$ cat src/rtl/i2c_cmd_seq.sv
// Command sequencer for an I2C master: queues host commands, launches them one at a time, and collects read bytes.
// Define I2C_CMD_SEQ_TIMEOUT_EN to make an unanswered read complete with 8'hFF and set the sticky timeout_o.
module i2c_cmd_seq #(
    parameter int CMD_DEPTH  = 4,
    parameter int RSP_DEPTH  = 2,
    parameter int TXN_CYCLES = 4096
) (
    input  logic        clk_i,
    input  logic        rst_i,
    input  logic        cmd_valid_i,
    output logic        cmd_ready_o,
    input  logic [23:0] cmd_data_i,
    output logic        start_ms_o,
    output logic [23:0] data_o,
    input  logic [7:0]  rxdata_i,
    input  logic        rxdone_i,
    output logic        rsp_valid_o,
    output logic [7:0]  rsp_data_o,
    input  logic        rsp_ready_i,
    output logic        busy_o,
    output logic        timeout_o
);
    localparam int CMD_AW = $clog2(CMD_DEPTH);
    localparam int RSP_AW = $clog2(RSP_DEPTH);
    localparam logic [15:0] TXN_LOAD = 16'(TXN_CYCLES - 1);

    typedef enum logic [1:0] {
        ST_IDLE   = 2'd0,
        ST_LAUNCH = 2'd1,
        ST_WAIT   = 2'd2,
        ST_GAP    = 2'd3
    } state_t;

    state_t      state_reg, state_next;
    logic [15:0] cnt_reg, cnt_next;

    logic [23:0]       cmd_mem [CMD_DEPTH];
    logic [CMD_AW-1:0] cmd_wr_ptr_reg, cmd_rd_ptr_reg;
    logic [CMD_AW:0]   cmd_count_reg, cmd_count_next;
    logic              cmd_ready_reg;
    logic              cmd_push, cmd_pop, cmd_head_rw;
    logic [23:0]       data_reg;

    logic [7:0]        rsp_mem [RSP_DEPTH];
    logic [RSP_AW-1:0] rsp_wr_ptr_reg, rsp_rd_ptr_reg;
    logic [RSP_AW:0]   rsp_count_reg;
    logic              rsp_resv_reg;
    logic              rsp_push, rsp_pop;
    logic [7:0]        rsp_wdata;
    logic [RSP_AW+1:0] rsp_used;
    logic              rsp_has_room;

`ifdef I2C_CMD_SEQ_TIMEOUT_EN
    logic timeout_reg, timeout_next;
`endif

    // ---------------- command FIFO ----------------
    assign cmd_push    = cmd_valid_i && cmd_ready_reg;
    assign cmd_head_rw = cmd_mem[cmd_rd_ptr_reg][16];

    always_comb begin
        cmd_count_next = cmd_count_reg;
        case ({cmd_push, cmd_pop})
            2'b10:   cmd_count_next = cmd_count_reg + (CMD_AW+1)'(1);
            2'b01:   cmd_count_next = cmd_count_reg - (CMD_AW+1)'(1);
            default: cmd_count_next = cmd_count_reg;
        endcase
    end

    always_ff @(posedge clk_i) begin
        if (cmd_push) begin
            cmd_mem[cmd_wr_ptr_reg] <= cmd_data_i;
        end
    end

    // Full is the extra count bit, since the depth is a power of two.
    always_ff @(posedge clk_i) begin
        if (rst_i) begin
            cmd_wr_ptr_reg <= '0;
            cmd_rd_ptr_reg <= '0;
            cmd_count_reg  <= '0;
            cmd_ready_reg  <= 1'b0;
            data_reg       <= '0;
        end else begin
            if (cmd_push) begin
                cmd_wr_ptr_reg <= cmd_wr_ptr_reg + CMD_AW'(1);
            end
            if (cmd_pop) begin
                cmd_rd_ptr_reg <= cmd_rd_ptr_reg + CMD_AW'(1);
                data_reg       <= cmd_mem[cmd_rd_ptr_reg];
            end
            cmd_count_reg <= cmd_count_next;
            cmd_ready_reg <= !cmd_count_next[CMD_AW];
        end
    end

    // ---------------- response FIFO ----------------
    assign rsp_valid_o  = (rsp_count_reg != '0);
    assign rsp_pop      = rsp_valid_o && rsp_ready_i;
    assign rsp_data_o   = rsp_valid_o ? rsp_mem[rsp_rd_ptr_reg] : 8'h00;
    // A read in flight already owns a slot, so count it before launching another read.
    assign rsp_used     = {1'b0, rsp_count_reg} + (RSP_AW+2)'(rsp_resv_reg);
    assign rsp_has_room = rsp_used < (RSP_AW+2)'(RSP_DEPTH);

    always_ff @(posedge clk_i) begin
        if (rsp_push) begin
            rsp_mem[rsp_wr_ptr_reg] <= rsp_wdata;
        end
    end

    always_ff @(posedge clk_i) begin
        if (rst_i) begin
            rsp_wr_ptr_reg <= '0;
            rsp_rd_ptr_reg <= '0;
            rsp_count_reg  <= '0;
            rsp_resv_reg   <= 1'b0;
        end else begin
            if (rsp_push) begin
                rsp_wr_ptr_reg <= rsp_wr_ptr_reg + RSP_AW'(1);
            end
            if (rsp_pop) begin
                rsp_rd_ptr_reg <= rsp_rd_ptr_reg + RSP_AW'(1);
            end
            case ({rsp_push, rsp_pop})
                2'b10:   rsp_count_reg <= rsp_count_reg + (RSP_AW+1)'(1);
                2'b01:   rsp_count_reg <= rsp_count_reg - (RSP_AW+1)'(1);
                default: rsp_count_reg <= rsp_count_reg;
            endcase
            if (cmd_pop && cmd_head_rw) begin
                rsp_resv_reg <= 1'b1;
            end else if (rsp_push) begin
                rsp_resv_reg <= 1'b0;
            end
        end
    end

    // ---------------- sequencer FSM ----------------
    always_ff @(posedge clk_i) begin
        if (rst_i) begin
            state_reg <= ST_IDLE;
            cnt_reg   <= '0;
`ifdef I2C_CMD_SEQ_TIMEOUT_EN
            timeout_reg <= 1'b0;
`endif
        end else begin
            state_reg <= state_next;
            cnt_reg   <= cnt_next;
`ifdef I2C_CMD_SEQ_TIMEOUT_EN
            timeout_reg <= timeout_next;
`endif
        end
    end

    // data_reg holds the transaction in flight, so its rw bit selects the completion rule.
    always_comb begin
        state_next = state_reg;
        cnt_next   = cnt_reg;
        cmd_pop    = 1'b0;
        rsp_push   = 1'b0;
        rsp_wdata  = rxdata_i;
`ifdef I2C_CMD_SEQ_TIMEOUT_EN
        timeout_next = timeout_reg;
`endif
        case (state_reg)
            ST_IDLE: begin
                if ((cmd_count_reg != '0) && (!cmd_head_rw || rsp_has_room)) begin
                    cmd_pop    = 1'b1;
                    state_next = ST_LAUNCH;
                end
            end
            ST_LAUNCH: begin
                cnt_next   = TXN_LOAD;
                state_next = ST_WAIT;
            end
            ST_WAIT: begin
                if (cnt_reg != '0) begin
                    cnt_next = cnt_reg - 16'd1;
                end
                if (data_reg[16]) begin
                    if (rxdone_i) begin
                        rsp_push   = 1'b1;
                        state_next = ST_GAP;
                    end
`ifdef I2C_CMD_SEQ_TIMEOUT_EN
                    else if (cnt_reg == '0) begin
                        rsp_push     = 1'b1;
                        rsp_wdata    = 8'hFF;
                        timeout_next = 1'b1;
                        state_next   = ST_GAP;
                    end
`endif
                end else if (cnt_reg == '0) begin
                    state_next = ST_GAP;
                end
                if (state_next == ST_GAP) begin
                    cnt_next = 16'd1;
                end
            end
            ST_GAP: begin
                if (cnt_reg == '0) begin
                    state_next = ST_IDLE;
                end else begin
                    cnt_next = cnt_reg - 16'd1;
                end
            end
            default: state_next = ST_IDLE;
        endcase
    end

    assign cmd_ready_o = cmd_ready_reg;
    assign start_ms_o  = (state_reg == ST_LAUNCH);
    assign busy_o      = (state_reg != ST_IDLE);
    assign data_o      = data_reg;

`ifdef I2C_CMD_SEQ_TIMEOUT_EN
    assign timeout_o = timeout_reg;
`else
    assign timeout_o = 1'b0;
`endif

endmodule

$ cat config.mk
export PLATFORM = sky130hd
export DESIGN_NAME = i2c_cmd_seq
export DESIGN_NICKNAME = d
export VERILOG_FILES = /design/src/rtl/i2c_cmd_seq.sv
export SDC_FILE = /design/constraint.sdc
export NUM_CORES = 1
export LEC_CHECK = 0
export ABC_CLOCK_PERIOD_IN_PS = 7700
export CAP_MARGIN = 25
export CORE_ASPECT_RATIO = 1.25
export CORE_MARGIN = 5
export CORE_UTILIZATION = 45
export CTS_BUF_LIST = sky130_fd_sc_hd__clkbuf_8
export DETAILED_ROUTE_END_ITERATION = 10
export GPL_TIMING_DRIVEN = 0
export PLACE_DENSITY_LB_ADDON = 0.08
export SETUP_SLACK_MARGIN = 0.4
export SLEW_MARGIN = 10
export SYNTH_ARGS = -nofsm -noshare
export SYNTH_HDL_FRONTEND = slang
export SYNTH_SLANG_ARGS = --single-unit
export TNS_END_PERCENT = 50
$ cat constraint.sdc
create_clock -name clk_i -period 7.7 [get_ports clk_i]
set_input_delay 0.77 -clock clk_i [delete_from_list [all_inputs] [get_ports clk_i]]
set_output_delay 0.77 -clock clk_i [all_outputs]
set_load 0.01 [all_outputs]
**Word level (Yosys, flattened, before mapping)**

Memory sizes are Yosys's and may differ from the RTL's. A register that Yosys moved wholly into a read port is not among the register bits.
Index checks and enable logic that the tools add are counted.

- $add $sub $neg: 10
- Magnitude comparators: 1
- Equality and inequality tests: 12
- Muxes and demuxes: 29
- Reduce and logical (&&, ||, !) cells: 19

Operators by type and width:

| kind | count |
|---|---|
| 16-bit two-way mux | 3 |
| 16-bit case mux with 3 select lines | 1 |
| 16-bit logical NOT | 1 |
| 2-bit two-way mux | 8 |
| 16-bit nonzero test | 1 |
| 16-bit by 1-bit subtractor with 16-bit output, second input constant | 1 |
| 1-bit two-way mux | 13 |
| 2-bit equality test, second input constant | 5 |
| 2-bit nonzero test | 5 |
| 8-bit two-way mux | 1 |
| 2-bit case mux with 4 select lines | 1 |
| 2-bit by 1-bit adder with 2-bit output, second input constant | 3 |
| 2-bit by 1-bit equality test with 1-bit output, second input constant | 3 |
| 2-bit inequality test, second input constant | 3 |
| 3-bit case mux with 2 select lines | 1 |
| 3-bit nonzero test | 2 |
| 1-bit logical AND | 4 |
| 2-bit case mux with 2 select lines | 1 |
| 2-bit by 1-bit adder with 3-bit output | 1 |
| 3-bit by 1-bit adder with 3-bit output, second input constant | 1 |
| 3-bit by 2-bit < comparator with 1-bit output, second input constant | 1 |
| 3-bit inequality test, second input constant | 1 |
| 3-bit AND reduction | 1 |
| 3-bit by 1-bit subtractor with 3-bit output, second input constant | 1 |
| other kinds (6) | 8 |

- Register bits: 55
- Bits in writable memories: 112
- Input bits: 37
- Output and inout bits: 37
- Word-level logic and storage cells: 85
- Memories: 2

Memories:

| memory | depth | bits a word | rd ports | clocked after memory_dff | wr ports | line | RTL |
|---|---|---|---|---|---|---|---|
| cmd_mem | 4 | 24 | 1 | 1 | 1 | 37 | `logic [23:0] cmd_mem [CMD_DEPTH];` |
| rsp_mem | 2 | 8 | 1 | 1 | 1 | 44 | `logic [7:0] rsp_mem [RSP_DEPTH];` |

**Depth between registers and ports, before layout**

Gate-level depths: netlist of the first run.

- Word-level depth: 9
- Mapped depth: 13
- Gate-level depth less buffers: 11

**Worst setup path after synthesis of the first run**

Ideal clock, no wire load.

- Path kind: register to register
- Start point: register state_reg[0]
- End point: register cmd_ready_reg (netlist: cmd_ready_o)
- Library setup time: 0.115 ns
- Data arrival time: 2.417 ns
- Data required time: 7.585 ns
- Setup slack: 5.168 ns
- Cell stages (with the launch flop): 14
- Buffers on the path: 2
- Cell sequence: dfxtp_1 inv_1 ha_1 clkbuf_1 o31ai_1 a21o_1 inv_2 buf_2 ha_1 fa_1 xnor2_1 nor2_1 xnor2_1 and2_1

- Longest elaborated chain between the ends: 5

Ends and longest elaborated chain:

| what | line | RTL |
|---|---|---|
| start, declared | 34 | `state_t state_reg, state_next;` |
| start signal, assigned | 146 | `state_reg <= state_next;` |
| 2-bit logical NOT (*) | 164 | `case (state_reg)` |
| 1-bit two-way mux (*) | 164 |  |
| net cmd_pop | 41 | `logic cmd_push, cmd_pop, cmd_head_rw;` |
| 2-bit by 1-bit equality test with 1-bit output / 2-bit equality test (equally long branches) | 63 | `case ({cmd_push, cmd_pop})` |
| 3-bit case mux with 2 select lines (*) | 63 |  |
| 1-bit logical NOT (*) | 93 | `cmd_ready_reg <= !cmd_count_next[CMD_AW];` |
| end signal, assigned | 93 |  |
| end, declared | 40 | `logic cmd_ready_reg;` |

The timed path passes the listed nets; every way through them passes the cells marked *.
A chain may end at the register's enable or synchronous reset.

**Final worst setup path of the first run**

Same ends and word-level chain as after synthesis.

==> metrics, run 1 <==
status complete, no violations; Avg Inst Size Synth 13.81 um2; CP max FO 10; drt pass-1 iters 4; Max Clock Freq 331.8 MHz; clock skew 0.009889 ns; worst skew pair latency 0.45 ns; area of the die 0.01784 mm2; Syn Inst Count 497; # rows 50; CTS Root Cell clkbuf_8; IO buf count 71; Yosys cell types 56; CTS tree built; register bit count reported by yosys 170; number of synthesized flops with an enable pin 112; Vias/cell 5.354; Area Growth Syn to Fin 19.45%; routability cong. 0.8254; diodes inserted 0; Worst VDD drop 0.0001568 V; Initial Util 45.72%; Post-Synthesis Net Count 547; Setup-failing EPs final 0; routed wire length 13840 um; FF-to-FF setup slack 4.69 ns; H-tree depth 4; setup TNS 0 ns; Vert. Die Dim 148.1 um; Power, Total 2.878 mW; Fin. Hold Viols 0; detailed placement HPWL 9287 um; initial DRC count 250; Final period util 39.14%; number of global-route vias before repair 4273; CTS clk-pin slew, worst paths 0.08 ns; Nets 637; ys async rst share 0%; Setup Buffers After CTS 0; via count 4187; register bank with the most flops cmd_mem; CTS Hold Buffers Added 0; Cell Area, Synth 0.006864 mm2; I/O pin cnt 74; Residual DRC 0; post-synthesis sequential area ratio 65.91%; Worst Setup End Kind flip-flop; Tightest Pin Transition 0.9023 ns; deepest clock path buffer count 2; initial antenna violation count 0; minimum clock period 3.014 ns; gr usage total 16.28%; Core Footprint 0.01501 mm2; max reg flops 96; die width 120.5 um; Congestion Overflow GR 0; Synth Flop Type edfxtp_1; Worst Setup Start Kind flip-flop; PwrDens 351.0 mW/mm2; worst hold path type reg2reg; Worst Path Required 8.04 ns; RSZ-0062 raised after global routing no; fin. max-slew vios 0; post_cts resized 0; path type of the worst setup path reg2reg; final antenna-violating net count 0; Sink Count 170; Pleak 2.748 nW; CTS buffer count 17; largest net degree at the start of global routing 25; routed len/inst 17.70 um; yosys warns 0; global-route wire length before repair 22350 um; worst endpoint data arrival time 3.36 ns; Max Cap Viol 0; Slew HR 39.85%; fraction of layout cells with a size suffix above 1 13.83%
-- power by group --
part,switching (mW),total (mW),internal [mW]
registers,0.117,1.24,1.13
clock network,0.312,0.616,0.304
logic,0.569,1.02,0.449
total,0.999,2.88,1.88
-- logic make-up (layout without fill, tap and decap cells) --
family | after synthesis | after routing | synth area share (%)
fa+ha+maj | 13 | 13 | 2.479
flops | 170 | 170 | 65.91
buf+inv | 43 | 146 | 2.588
mux | 34 | 34 | 9.333
xor+xnor | 14 | 14 | 1.786
compound gates | 87 | 87 | 8.185
other cells | 1 | 1 | 0.05463
simple gates | 135 | 135 | 9.661
-- worst paths after layout --
check | start | cells past startpoint | to
worst min register to register | data_o[1] | 2 | data_o[1]
worst min-delay path | data_o[1] | 2 | data_o[1]
worst max register to register | state_reg[0] | 13 | cmd_ready_o
worst max-delay path | state_reg[0] | 13 | cmd_ready_o
-- cells in the mapped netlist (2+ instances only) --
library cell / instances / area, um2
edfxtp_1: 112 / 3363
dfxtp_1: 58 / 1161
nand2_1: 57 / 214.0
a21oi_1: 42 / 210.2
nor2_1: 39 / 146.4
mux4_2: 24 / 540.5
inv_1: 18 / 67.56
clkbuf_1: 15 / 56.30
ha_1: 12 / 150.1
mux2i_1: 10 / 100.1
o21ai_0: 9 / 45.04
nor3_1: 8 / 40.04
xnor2_1: 8 / 70.07
a211oi_2: 7 / 87.58
o21ai_1: 7 / 35.03
xor2_1: 6 / 52.55
a21o_1: 4 / 30.03
and3_1: 4 / 25.02
buf_2: 4 / 20.02
nand3_1: 4 / 20.02
and2_1: 3 / 18.77
buf_1: 3 / 11.26
o2111ai_1: 3 / 26.28
a31oi_1: 2 / 12.51
nand2b_1: 2 / 12.51
nand4_1: 2 / 12.51
nor4_4: 2 / 42.54
o211a_1: 2 / 20.02
o21a_1: 2 / 15.01
or3_1: 2 / 12.51
-- worst max-delay path: stages, from the launching register on --
cell,delay (ns)
dfxtp_1,0.42
inv_1,0.11
ha_1,0.20
clkbuf_1,0.21
o31ai_1,0.17
a21o_1,0.28
inv_2,0.15
buf_2,0.24
ha_1,0.25
fa_1,0.38
xnor2_1,0.14
nor2_1,0.06
xnor2_1,0.13
and2_1,0.17
-- layout by cell type, fill, tap and decap left out, types with 4 or more instances in the layout --
cell type        synthesis  final
clkbuf_1                15     15
mux4_2                  24     24
nand2_1                 57     57
dfxtp_1                 58     58
nand3_1                  4      4
nor3_1                   8      8
clkdlybuf4s50_1          0     71
xnor2_1                  8      8
nor2_1                  39     39
and3_2                   0      4
clkbuf_8                 0     19
inv_1                   18     21
o21ai_1                  7      7
ha_1                    12     12
a21o_1                   4      4
o21ai_0                  9      9
edfxtp_1               112    112
buf_2                    4      4
xor2_1                   6      6
a211oi_2                 7      7
a21oi_1                 42     42
mux2i_1                 10     10
-- stage by stage --
stage	utilization [%]	setup slack [ns]	instances	area, um2	hold WS (ns)
global route	54.61	4.467	782	8199	0.4770
CTS	54.61	4.678	782	8199	0.4601
finish	54.61	4.686	782	8199	0.4581
floorplan	-	5.168	497	6864	0.4511
global placement	51.97	4.718	750	7802	0.4459
detailed placement	52.00	4.692	750	7807	0.4483
-- cell type report --
cell class	count	area, um2
buffer	24	106.4
clock buffer	19	261.5
clock inverter	13	130.1
fill	1328	6815
inverter	19	71.32
multi-input combinational	284	2167
sequential	170	4524
tap	182	227.7
timing repair buffer	71	710.7
-- per-layer routing --
metal,GRT usage [%],part of all wire [%],up-vias
met3,4.184,4.0,10
met2,28.42,52,75
met5,0,0,-
li1,-,-,2005
met1,19.83,43,2097
met4,5.045,1.1,0
Power figures use the tool's default switching activity.
==> run 2, diff against run 1 <==
--- a/config.mk
+++ b/config.mk
@@ -5,7 +5,7 @@
 export SDC_FILE = /design/constraint.sdc
 export NUM_CORES = 1
 export LEC_CHECK = 0
-export ABC_CLOCK_PERIOD_IN_PS = 7700
+export ABC_CLOCK_PERIOD_IN_PS = 3150
 export CAP_MARGIN = 25
 export CORE_ASPECT_RATIO = 1.25
 export CORE_MARGIN = 5
==> constraint.sdc (replaced) <==
create_clock -name clk_i -period 3.15 [get_ports clk_i]
set_input_delay 0.315 -clock clk_i [delete_from_list [all_inputs] [get_ports clk_i]]
set_output_delay 0.315 -clock clk_i [all_outputs]
set_load 0.01 [all_outputs]
==> run 2 against run 1 <==
Compared with the run above: largest cell class unchanged; critical path depth is 2 lower; first-iteration DRC count down 10%; register-to-register slack got worse by 4.1 ns; wire length is essentially flat; largest power group unchanged; worst setup slack worse by 4.1 ns; die area stayed put; clock-buffer cell count unchanged; critical path type unchanged; power increased by 150%.
==> metrics, run 2 (synthesized netlist as in run 1, its figures left out) <==
Cell Count, Final, Fillers Out 784 (+0.26%); via count 4188 (+0.024%); Worst Setup Start Kind flip-flop; met1 Use GR 19.83% (unchanged); I/O pin cnt 74 (unchanged); diodes inserted 0 (unchanged); Tightest Pin Transition 0.8886 ns (-0.01364 ns); worst endpoint data arrival time 2.95 ns (-0.41 ns); gr usage total 16.30% (+0.016 points); Max Clock Freq 389.5 MHz (+17%); Vert. Die Dim 148.1 um (unchanged); met2 usage 28.48% (+0.056 points); initial DRC count 224 (-10%); Vias/cell 5.342 (-0.23%); Worst VDD drop 0.0003834 V (+140%); CTS clk-pin slew, worst paths 0.08 ns (about the same); Fillers 1325 (-0.23%); routed wire length 13840 um (about the same); largest net degree at the start of global routing 25 (unchanged); clock skew 0.01174 ns (+0.001853 ns); cell area after layout 0.008238 mm2 (+0.47%); Fin. Hold Viols 0 (unchanged); Residual DRC 0 (unchanged); crit path max-delay cell type mux4_2; deepest clock path buffer count 2 (unchanged); Worst Setup End Kind flip-flop; initial antenna violation count 0 (unchanged); CTS tree built; Congestion Overflow GR 0 (unchanged); max incr delay on CP 0.57 ns (+0.15 ns); DP Area 0.007807 mm2 (unchanged); CTS buffer count 17 (unchanged); final antenna-violating net count 0 (unchanged); placed cell count 750 (unchanged); register bank with the most flops cmd_mem; number of global-route vias before repair 4284 (+0.26%); minimum clock period 2.567 ns (-0.4464 ns); area of the multi-input gates 0.002176 mm2 (+0.40%); detailed placement HPWL 9287 um (unchanged); Seq. cell area 0.004527 mm2 (about the same); fin. max-slew vios 0 (unchanged); drt pass-1 iters 4 (unchanged); Max Cap Viol 0 (unchanged); routability cong. 0.8254 (unchanged); crit-path cells clkbuf_4 > mux4_2 > a21o_2 > inv_4 > buf_6 > ha_2 > fa_1 > xnor2_1 > nor2_1 > xnor2_1 > and2_1; H-tree depth 4 (unchanged); # rows 50 (unchanged); Setup-failing EPs final 0 (unchanged); global-route wire length before repair 22380 um (+0.12%); most common cell after layout, fill and taps aside edfxtp_1; Initial Util 45.72% (unchanged); die width 120.5 um (unchanged); RSZ-0062 raised after global routing no; CTS Hold Buffers Added 0 (unchanged); routed len/inst 17.65 um (-0.28%); Slew HR 40.76% (+0.91 points); path type of the worst setup path reg2reg; area of the die 0.01784 mm2 (unchanged); fraction of layout cells with a size suffix above 1 15.12% (+1.3 points); CTS Root Cell clkbuf_8; IO buf count 71 (unchanged); worst hold path type in2reg; Worst Path Required 3.54 ns (-4.50 ns); setup TNS 0 ns (unchanged); worst skew pair latency 0.44 ns (about the same); CP most frequent cell xnor2_1; Final period util 81.50% (+42 points); status complete, no violations; max reg flops 96 (unchanged); Area Growth Syn to Fin 20.01%; met3 Usage GRT 4.184% (unchanged); Pleak 2.759 nW (+0.42%); Sink Count 170 (unchanged); PwrDens 861.0 mW/mm2 (+150%); most frequent cells in the layout edfxtp_1 (112), clkdlybuf4s50_1 (71), nand2_1 (57); Core Footprint 0.01501 mm2 (unchanged); CP max FO 10 (unchanged); Nets 639 (+0.31%); gr busiest metal met2
-- run 2: repair_timing --
item                       4_1_cts  5_1_grt
buffers inserted                 1        1
setup endpoints to repair        3        3
pin swaps                        0        1
gates resized for setup          3        8
-- run 2: power by group --
part | switching (mW) | internal (mW) | leakage (nW)
registers | 0.288 | 2.76 | 1.49
logic | 1.40 | 1.15 | 1.06
clock network | 0.760 | 0.743 | 0.208
total | 2.45 | 4.64 | 2.76
-- run 2: metal layers --
| metal | part of all wire, % | vias up |
|---|---|---|
| met5 | 0 | - |
| met4 | 1.1 | 0 |
| met3 | 3.8 | 10 |
| met2 | 53 | 83 |
| met1 | 42 | 2083 |
| li1 | - | 2012 |
-- run 2: cell type report --
cell class,count,area share [%]
Clock inverter,13,1.580
Inverter,19,0.8961
Tap cell,182,2.764
Clock buffer,19,3.174
Buffer,24,1.413
Sequential cell,170,54.95
Multi-Input combinational cell,284,26.41
Timing Repair Buffer,73,8.809
-- run 2: critical path, delay by kind of cell, from the launching register on --
family,cells,cell delay (ns)
compound gates,1,0.24
xor+xnor,2,0.30
fa+ha+maj,2,0.39
buf+inv,3,0.47
flops,1,0.31
mux,1,0.57
simple gates,2,0.22
-- run 2: final timing paths --
check        slack, ns      start  cells past startpoint          end
max               0.58  flip-flop                     11  cmd_ready_o
min               0.34      rst_i                      3  cnt_reg[14]
max reg2reg       0.58  flip-flop                     11  cmd_ready_o
min reg2reg       0.46  data_o[1]                      2    data_o[1]
-- run 2: metrics by stage --
stage | hold WS, ns | util [%] | total power, mW | setup slack (ns)
2_1_floorplan | 0.4139 | - | 4.703 | 0.6184
3_3_place_gp | 0.4459 | 51.97 | 5.536 | 0.1676
3_5_place_dp | 0.4483 | 52.00 | 5.597 | 0.1417
4_1_cts | 0.3085 | 54.69 | 7.136 | 0.4211
5_1_grt | 0.3575 | 54.87 | 7.540 | 0.4124
6_report | 0.3416 | 54.87 | 7.093 | 0.5829
==> run 3, diff against run 2 <==
--- a/config.mk
+++ b/config.mk
@@ -5,7 +5,7 @@
 export SDC_FILE = /design/constraint.sdc
 export NUM_CORES = 1
 export LEC_CHECK = 0
-export ABC_CLOCK_PERIOD_IN_PS = 3150
+export ABC_CLOCK_PERIOD_IN_PS = 2350
 export CAP_MARGIN = 25
 export CORE_ASPECT_RATIO = 1.25
 export CORE_MARGIN = 5
==> constraint.sdc (replaced) <==
create_clock -name clk_i -period 2.35 [get_ports clk_i]
set_input_delay 0.235 -clock clk_i [delete_from_list [all_inputs] [get_ports clk_i]]
set_output_delay 0.235 -clock clk_i [all_outputs]
set_load 0.01 [all_outputs]
==> run 3 against run 2 <==
Compared with the run above: clock skew down 0.0053 ns; non-clock buffer count up 21; via count increased by 2.2%; global-route usage increased by 0.45 points; sequential cell count unchanged; final cell count up 2.7%; power rose by 44%; wire length grew 3.7%; fmax is 16% higher; largest cell class unchanged; sequential power increased by 36%.
==> metrics, run 3 (synthesized netlist as in run 1, its figures left out) <==
# rows 50 (unchanged); Nets 660 (+3.3%); minimum clock period 2.218 ns (-0.3493 ns); Hold Slack 0.2535 ns (-0.08816 ns); CTS buffer count 17 (unchanged); CTS tree built; global-route wire length before repair 23060 um (+3.1%); Initial Util 45.72% (unchanged); deepest clock path buffer count 2 (unchanged); Hold Crit Start rst_i; register bank with the most flops cmd_mem; Max Clock Freq 450.9 MHz (+16%); fin. max-slew vios 0 (unchanged); Worst Setup Start Kind flip-flop; Max Cap Viol 0 (unchanged); max reg flops 96 (unchanged); Tightest Pin Transition 0.9197 ns (+0.03102 ns); Pint 6.677 mW (+44%); R2R cell count 11 (unchanged); Comb power frac 39.7% (+3.8 points); sequential fraction of design power 40.3% (-2.6 points); via count 4280 (+2.2%); Setup-failing EPs final 0 (unchanged); CTS Hold Buffers Added 0 (unchanged); CTS Root Cell clkbuf_8; number of global-route vias before repair 4438 (+3.6%); largest net degree at the start of global routing 25 (unchanged); Cell Count, Final, Fillers Out 805 (+2.7%); drt pass-1 iters 4 (unchanged); area of the die 0.01784 mm2 (unchanged); status complete, no violations; initial DRC count 274 (+22%); Final period util 94.37% (+13 points); PwrDens 1188 mW/mm2 (+38%); IO buf count 71 (unchanged); initial antenna violation count 0 (unchanged); worst skew pair latency 0.45 ns (about the same); path type of the worst setup path reg2reg; Slew HR 38.69% (-2.1 points); WHS Endpoint cnt_reg[13]; Worst Path Required 2.74 ns (-0.80 ns); Vert. Die Dim 148.1 um (unchanged); Congestion Overflow GR 0 (unchanged); I/O pin cnt 74 (unchanged); routed len/inst 17.81 um (+0.95%); most frequent cells in the layout edfxtp_1 (112), clkdlybuf4s50_1 (64), nand2_1 (57); worst hold path type in2reg; gr usage total 16.75% (+0.45 points); CP max FO 4 (-6); Worst VDD drop 0.0006059 V (+58%); H-tree depth 4 (unchanged); routed wire length 14340 um (+3.7%); Sw Share 34.83% (+0.32 points); Core Footprint 0.01501 mm2 (unchanged); most common cell after layout, fill and taps aside edfxtp_1; detailed placement HPWL 9218 um (-0.74%); P_sw 3.568 mW (+46%); Power, Total 10.25 mW (+44%); Sink Count 170 (unchanged); Worst Setup End Kind flip-flop; Area Growth Syn to Fin 25.59%; clock skew 0.006427 ns (-0.005315 ns); die width 120.5 um (unchanged); hold path depth 3 (unchanged); Residual DRC 0 (unchanged); diodes inserted 0 (unchanged); placed cell count 750 (unchanged); fraction of layout cells with a size suffix above 1 23.11% (+8.0 points); clock group share of total power 20.0% (-1.2 points); final antenna-violating net count 0 (unchanged); FF-to-FF setup slack 0.13 ns (-0.45 ns); Vias/cell 5.317 (-0.47%); reg2reg end cmd_ready_o; Fin. Hold Viols 0 (unchanged); worst endpoint data arrival time 2.61 ns (-0.34 ns); Pleak 2.952 nW (+7.0%); routability cong. 0.8276 (+0.27%); RSZ-0062 raised after global routing yes; CTS clk-pin slew, worst paths 0.09 ns (about the same)
## run 3: cell count changes in the layout (fill, tap and decap cells not counted), moves of 4 or more
cell / previous run / this run
clkbuf_1: 14 / 9
inv_1: 21 / 17
buf_6: 2 / 6
nor2_1: 39 / 35
dfxtp_1: 56 / 51
buf_4: 3 / 20
clkdlybuf4s50_1: 71 / 64
dlygate4sd2_1: 0 / 6
## run 3: area by class of cell
class	count	area [um2]
multi-input cells	284	2337
well taps	182	227.7
inverters	19	76.32
clock inverters	14	147.6
fillers	1270	6394
plain buffers	24	155.1
repair buffers	94	888.4
flip-flops and latches	170	4541
clock buffers	18	247.7
## run 3: per-layer routing
layer | vias to the layer above | routed length [um] | track usage, % | part of all wire [%]
met5 | - | 0 | 0 | 0
met4 | 0 | 306 | 7.143 | 2.1
met3 | 23 | 509 | 3.766 | 3.5
met2 | 68 | 7498 | 29.09 | 52
met1 | 2130 | 6026 | 20.02 | 42
li1 | 2059 | - | - | -
## run 3: per-stage QoR
stage | setup TNS [ns] | setup slack [ns] | area, um2 | util [%]
5_1_grt | 0 | 0.01100 | 8621 | 57.42
3_5_place_dp | -0.7355 | -0.2603 | 7854 | 52.31
3_3_place_gp | -3.838 | -0.2591 | 7849 | 52.28
2_1_floorplan | 0 | 0.02955 | 6910 | -
4_1_cts | 0 | 0.1639 | 8453 | 56.30
6_report | 0 | 0.1322 | 8621 | 57.42
## run 3: repair_timing
action	in CTS	in global routing
endpoints found under the setup margin	64	56
cloned	1	1
gates resized for setup	30	38
pin swaps	7	9
setup buffers	17	4
## run 3: how the worst max path moves through the flow
stage                         start     endpoint  slack (ns)  cells past startpoint
after global placement    flip-flop  cmd_ready_o       -0.26                     11
final                     flip-flop  cmd_ready_o        0.13                     11
after detailed placement  flip-flop  cmd_ready_o       -0.26                     11
after CTS                 flip-flop  cmd_ready_o        0.16                     11
after global routing      flip-flop  cmd_ready_o        0.01                     11
after floorplan           flip-flop  cmd_ready_o        0.03                     11
## run 3: worst max-delay path: stages (launching register included)
cell and delay (ns):
dfxtp_2 0.32, buf_6 0.12, mux4_2 0.34, a21o_1 0.17, inv_4 0.05, buf_8 0.11
ha_4 0.16, fa_2 0.35, xnor2_2 0.14, nor2_1 0.11, xnor2_1 0.14, and2_1 0.15
## run 3: power by group through the flow
stage / registers (mW) / clock network (mW) / logic, mW
after floorplan: 4.15 / 0 / 2.26
after global placement: 4.13 / 0 / 3.41
after detailed placement: 4.15 / 0 / 3.46
after CTS: 4.10 / 2.11 / 3.88
after global routing: 4.19 / 2.24 / 4.47
final: 4.13 / 2.05 / 4.07
==> edit, RTL diff (flow settings as in run 3) <==
Re-encode `state_t` (4 states) as one-hot, 4 bits wide.
--- a/src/rtl/i2c_cmd_seq.sv
+++ b/src/rtl/i2c_cmd_seq.sv
@@ -24,11 +24,11 @@
     localparam int RSP_AW = $clog2(RSP_DEPTH);
     localparam logic [15:0] TXN_LOAD = 16'(TXN_CYCLES - 1);
 
-    typedef enum logic [1:0] {
-        ST_IDLE   = 2'd0,
-        ST_LAUNCH = 2'd1,
-        ST_WAIT   = 2'd2,
-        ST_GAP    = 2'd3
+    typedef enum logic [3:0] {
+        ST_IDLE   = 4'b0001,
+        ST_LAUNCH = 4'b0010,
+        ST_WAIT   = 4'b0100,
+        ST_GAP    = 4'b1000
     } state_t;
 
     state_t      state_reg, state_next;
Check against the original RTL: same outputs for any inputs over 4 cycles, from zero or initial values and one cycle with rst_i high; so few cycles prove little.
==> edit against run 3 <==
The flow now finishes with violations (negative setup slack); synthesized area is 0.98% higher; count of clock-buffer cells in the layout stayed put; sequential cell count is 2 higher; setup slack worse by 0.14 ns; final area is 0.68% higher; first-iteration DRC count is 17% lower; final cell count is 0.25% lower; wire length is 3.4% lower; total power is 13% lower; critical path type unchanged; critical endpoint unchanged.
==> edit: results (changes against run 3) <==
* Maximum clock skew at final layout at 0.0151 ns (+0.00871 ns)
* Fill count at 1214 (-4.4%)
* Initial DRC count at 228 (-17%)
* GR Util All Layers at 16.0% (-0.79 points)
* Skew-Pair Late Insertion Delay at 0.45 ns (about the same)
* Pin count of the biggest net entering global routing at 25 (unchanged)
* Postcts setup bufs at 5 (-12)
* Cell types occupying the most area after synthesis: edfxtp_1 (49%), dfxtp_1 (17%), mux4_2 (7.8%)
* Via Count at 4133 (-3.4%)
* HPWL Detailed at 8.83 mm (-4.2%)
* Number of nets produced by synthesis at 520 (-4.9%)
* Number of instances in the synthesized netlist at 474 (-4.6%)
* Clock transition at the register clock pins on the worst setup and hold paths after CTS at 0.08 ns
* Number of flip-flops in the largest register at 96 (unchanged)
* Buffer type at the clock tree root: clkbuf_8
* Top layer in use: met4
* Share of post-route cells with drive strength above 1 at 24.0% (+0.92 points)
* Number of nets in the layout at 628 (-4.8%)
* Amount of wire on met3 after detailed routing at 621 um (+22%)
* Max VDD drop at 0.552 mV (-8.9%)
* Iteration count of the initial detailed-routing pass at 4 (unchanged)
* Number of global-route vias before repair at 4234 (-4.6%)
* Critical Path AT at 2.67 ns (+0.06 ns)
* Combinational group share of total power at 35.9% (-3.8 points)
* Violated checks: negative setup slack
* Register area share after synthesis at 65.8% (about the same)
* Status: finished, violations left
* YS warnings at 0 (unchanged)
* Combinational Power at 3.19 mW (-22%)
* Power attributed to sequential cells at 3.89 mW (-5.8%)
* Post-route worst setup slack at -0.00603 ns (-0.138 ns)
* Worst Max-Slew Pin Slew at 0.722 ns (-0.198 ns)
* Number of port buffers at 72 (+1.4%)
* Fin util at 57.6% (+0.15 points)
* Register ranked first by flip-flop count: cmd_mem
* Cells after DPL at 754 (+0.53%)
* Met3 Resource Use GR at 4.59% (+0.82 points)
* Initial antenna violation count at 0 (unchanged)
* Wire length of the first global-routing pass at 22.0 mm (-4.4%)
* Final setup fails at 1 (+1)
* Met1 GRT Util at 19.6% (-0.40 points)
* Wire length on met2 at 7.12 mm (-5.0%)
* Share of flip-flops with an asynchronous set or reset after synthesis at 0% (unchanged)
* Synth unique cells at 57 (+1.8%)
* Cts bufs inserted at 17 (unchanged)
* P_int at 6.02 mW (-9.9%)
* Most used flip-flop cell after synthesis: edfxtp_1
* Final Instance Count excl. Fillers at 803 (-0.25%)
* Max Root-Sink Buffers at 2 (unchanged)
* Routed Wire Length at 13.9 mm (-3.4%)
* Highest fanout seen on the critical path at 2 (-2)
* Met2 capacity usage during global routing at 27.5% (-1.6 points)
* Maximum capacitance violations at 0 (unchanged)
* Leakage power at 3.01 nW (+2.0%)
* Gp weighted congestion at 0.823 (-0.52%)
* Routed metal-1 wire length at 6.00 mm (-0.43%)
* Antenna diode instance count at 0 (unchanged)
* Ranking of synthesized cells by instance count: edfxtp_1 (112), nor2_1 (71), dfxtp_1 (60)
* Total of cells resized after clock tree synthesis at 45 (+50%)
edit: stage by stage:
stage | area, um2 | setup slack, ns | setup TNS (ns) | hold WS [ns]
after floorplan | 6950 | 0.00641 | 0 | 0.334
after global placement | 7930 | -0.234 | -2.80 | 0.452
after detailed placement | 7930 | -0.243 | -0.908 | 0.460
after CTS | 8460 | -0.0244 | -0.0321 | 0.337
after global routing | 8680 | -0.111 | -0.295 | 0.346
final | 8680 | -0.00603 | -0.00603 | 0.373
edit: final timing paths:
kind | start | to | depth (start not counted) | slack [ns]
min reg2reg | rsp_resv_reg$_SDFFE_PP0P_ | rsp_resv_reg$_SDFFE_PP0P_ | 2 | 0.47
max reg2reg | register | cmd_ready_o$_SDFF_PP0_ | 12 | -0.006
max | register | cmd_ready_o$_SDFF_PP0_ | 12 | -0.006
min | rxdata_i[3] | rsp_mem[0][3]$_DFFE_PP_ | 1 | 0.37
edit: kinds of logic after synthesis:
logic type	after synthesis	share of synthesized area, %
AO/OA/AOI/OAI	59	5.81
XOR/XNOR	11	1.39
adder cells (fa/ha/maj)	9	1.73
buffers and inverters	30	2.56
flip-flops	172	65.8
multiplexers	56	12.4
other	1	0.0541
AND/OR/NAND/NOR	136	10.2
edit: critical path: stages, from the launching register on:
cell and delay, ns:
dfxtp_2 0.33, buf_6 0.09, mux4_2 0.51, a21oi_2 0.19
and2b_1 0.17, buf_8 0.11, buf_12 0.09, ha_4 0.12
fa_2 0.19, xnor2_1 0.11, nor2_1 0.06, xnor2_1 0.12
nor2b_1 0.12
edit: cell type report:
cell class                 instances  area, um2  share of cell area, %
sequential                       172       4590                   52.8
multi-input combinational        273       2420                   27.9
timing repair buffer              88        852                   9.82
tap                              208        260                   3.00
clock buffer                      18        248                   2.85
buffer                            22        185                   2.13
clock inverter                    14       95.1                   1.10
inverter                           8       30.0                  0.346
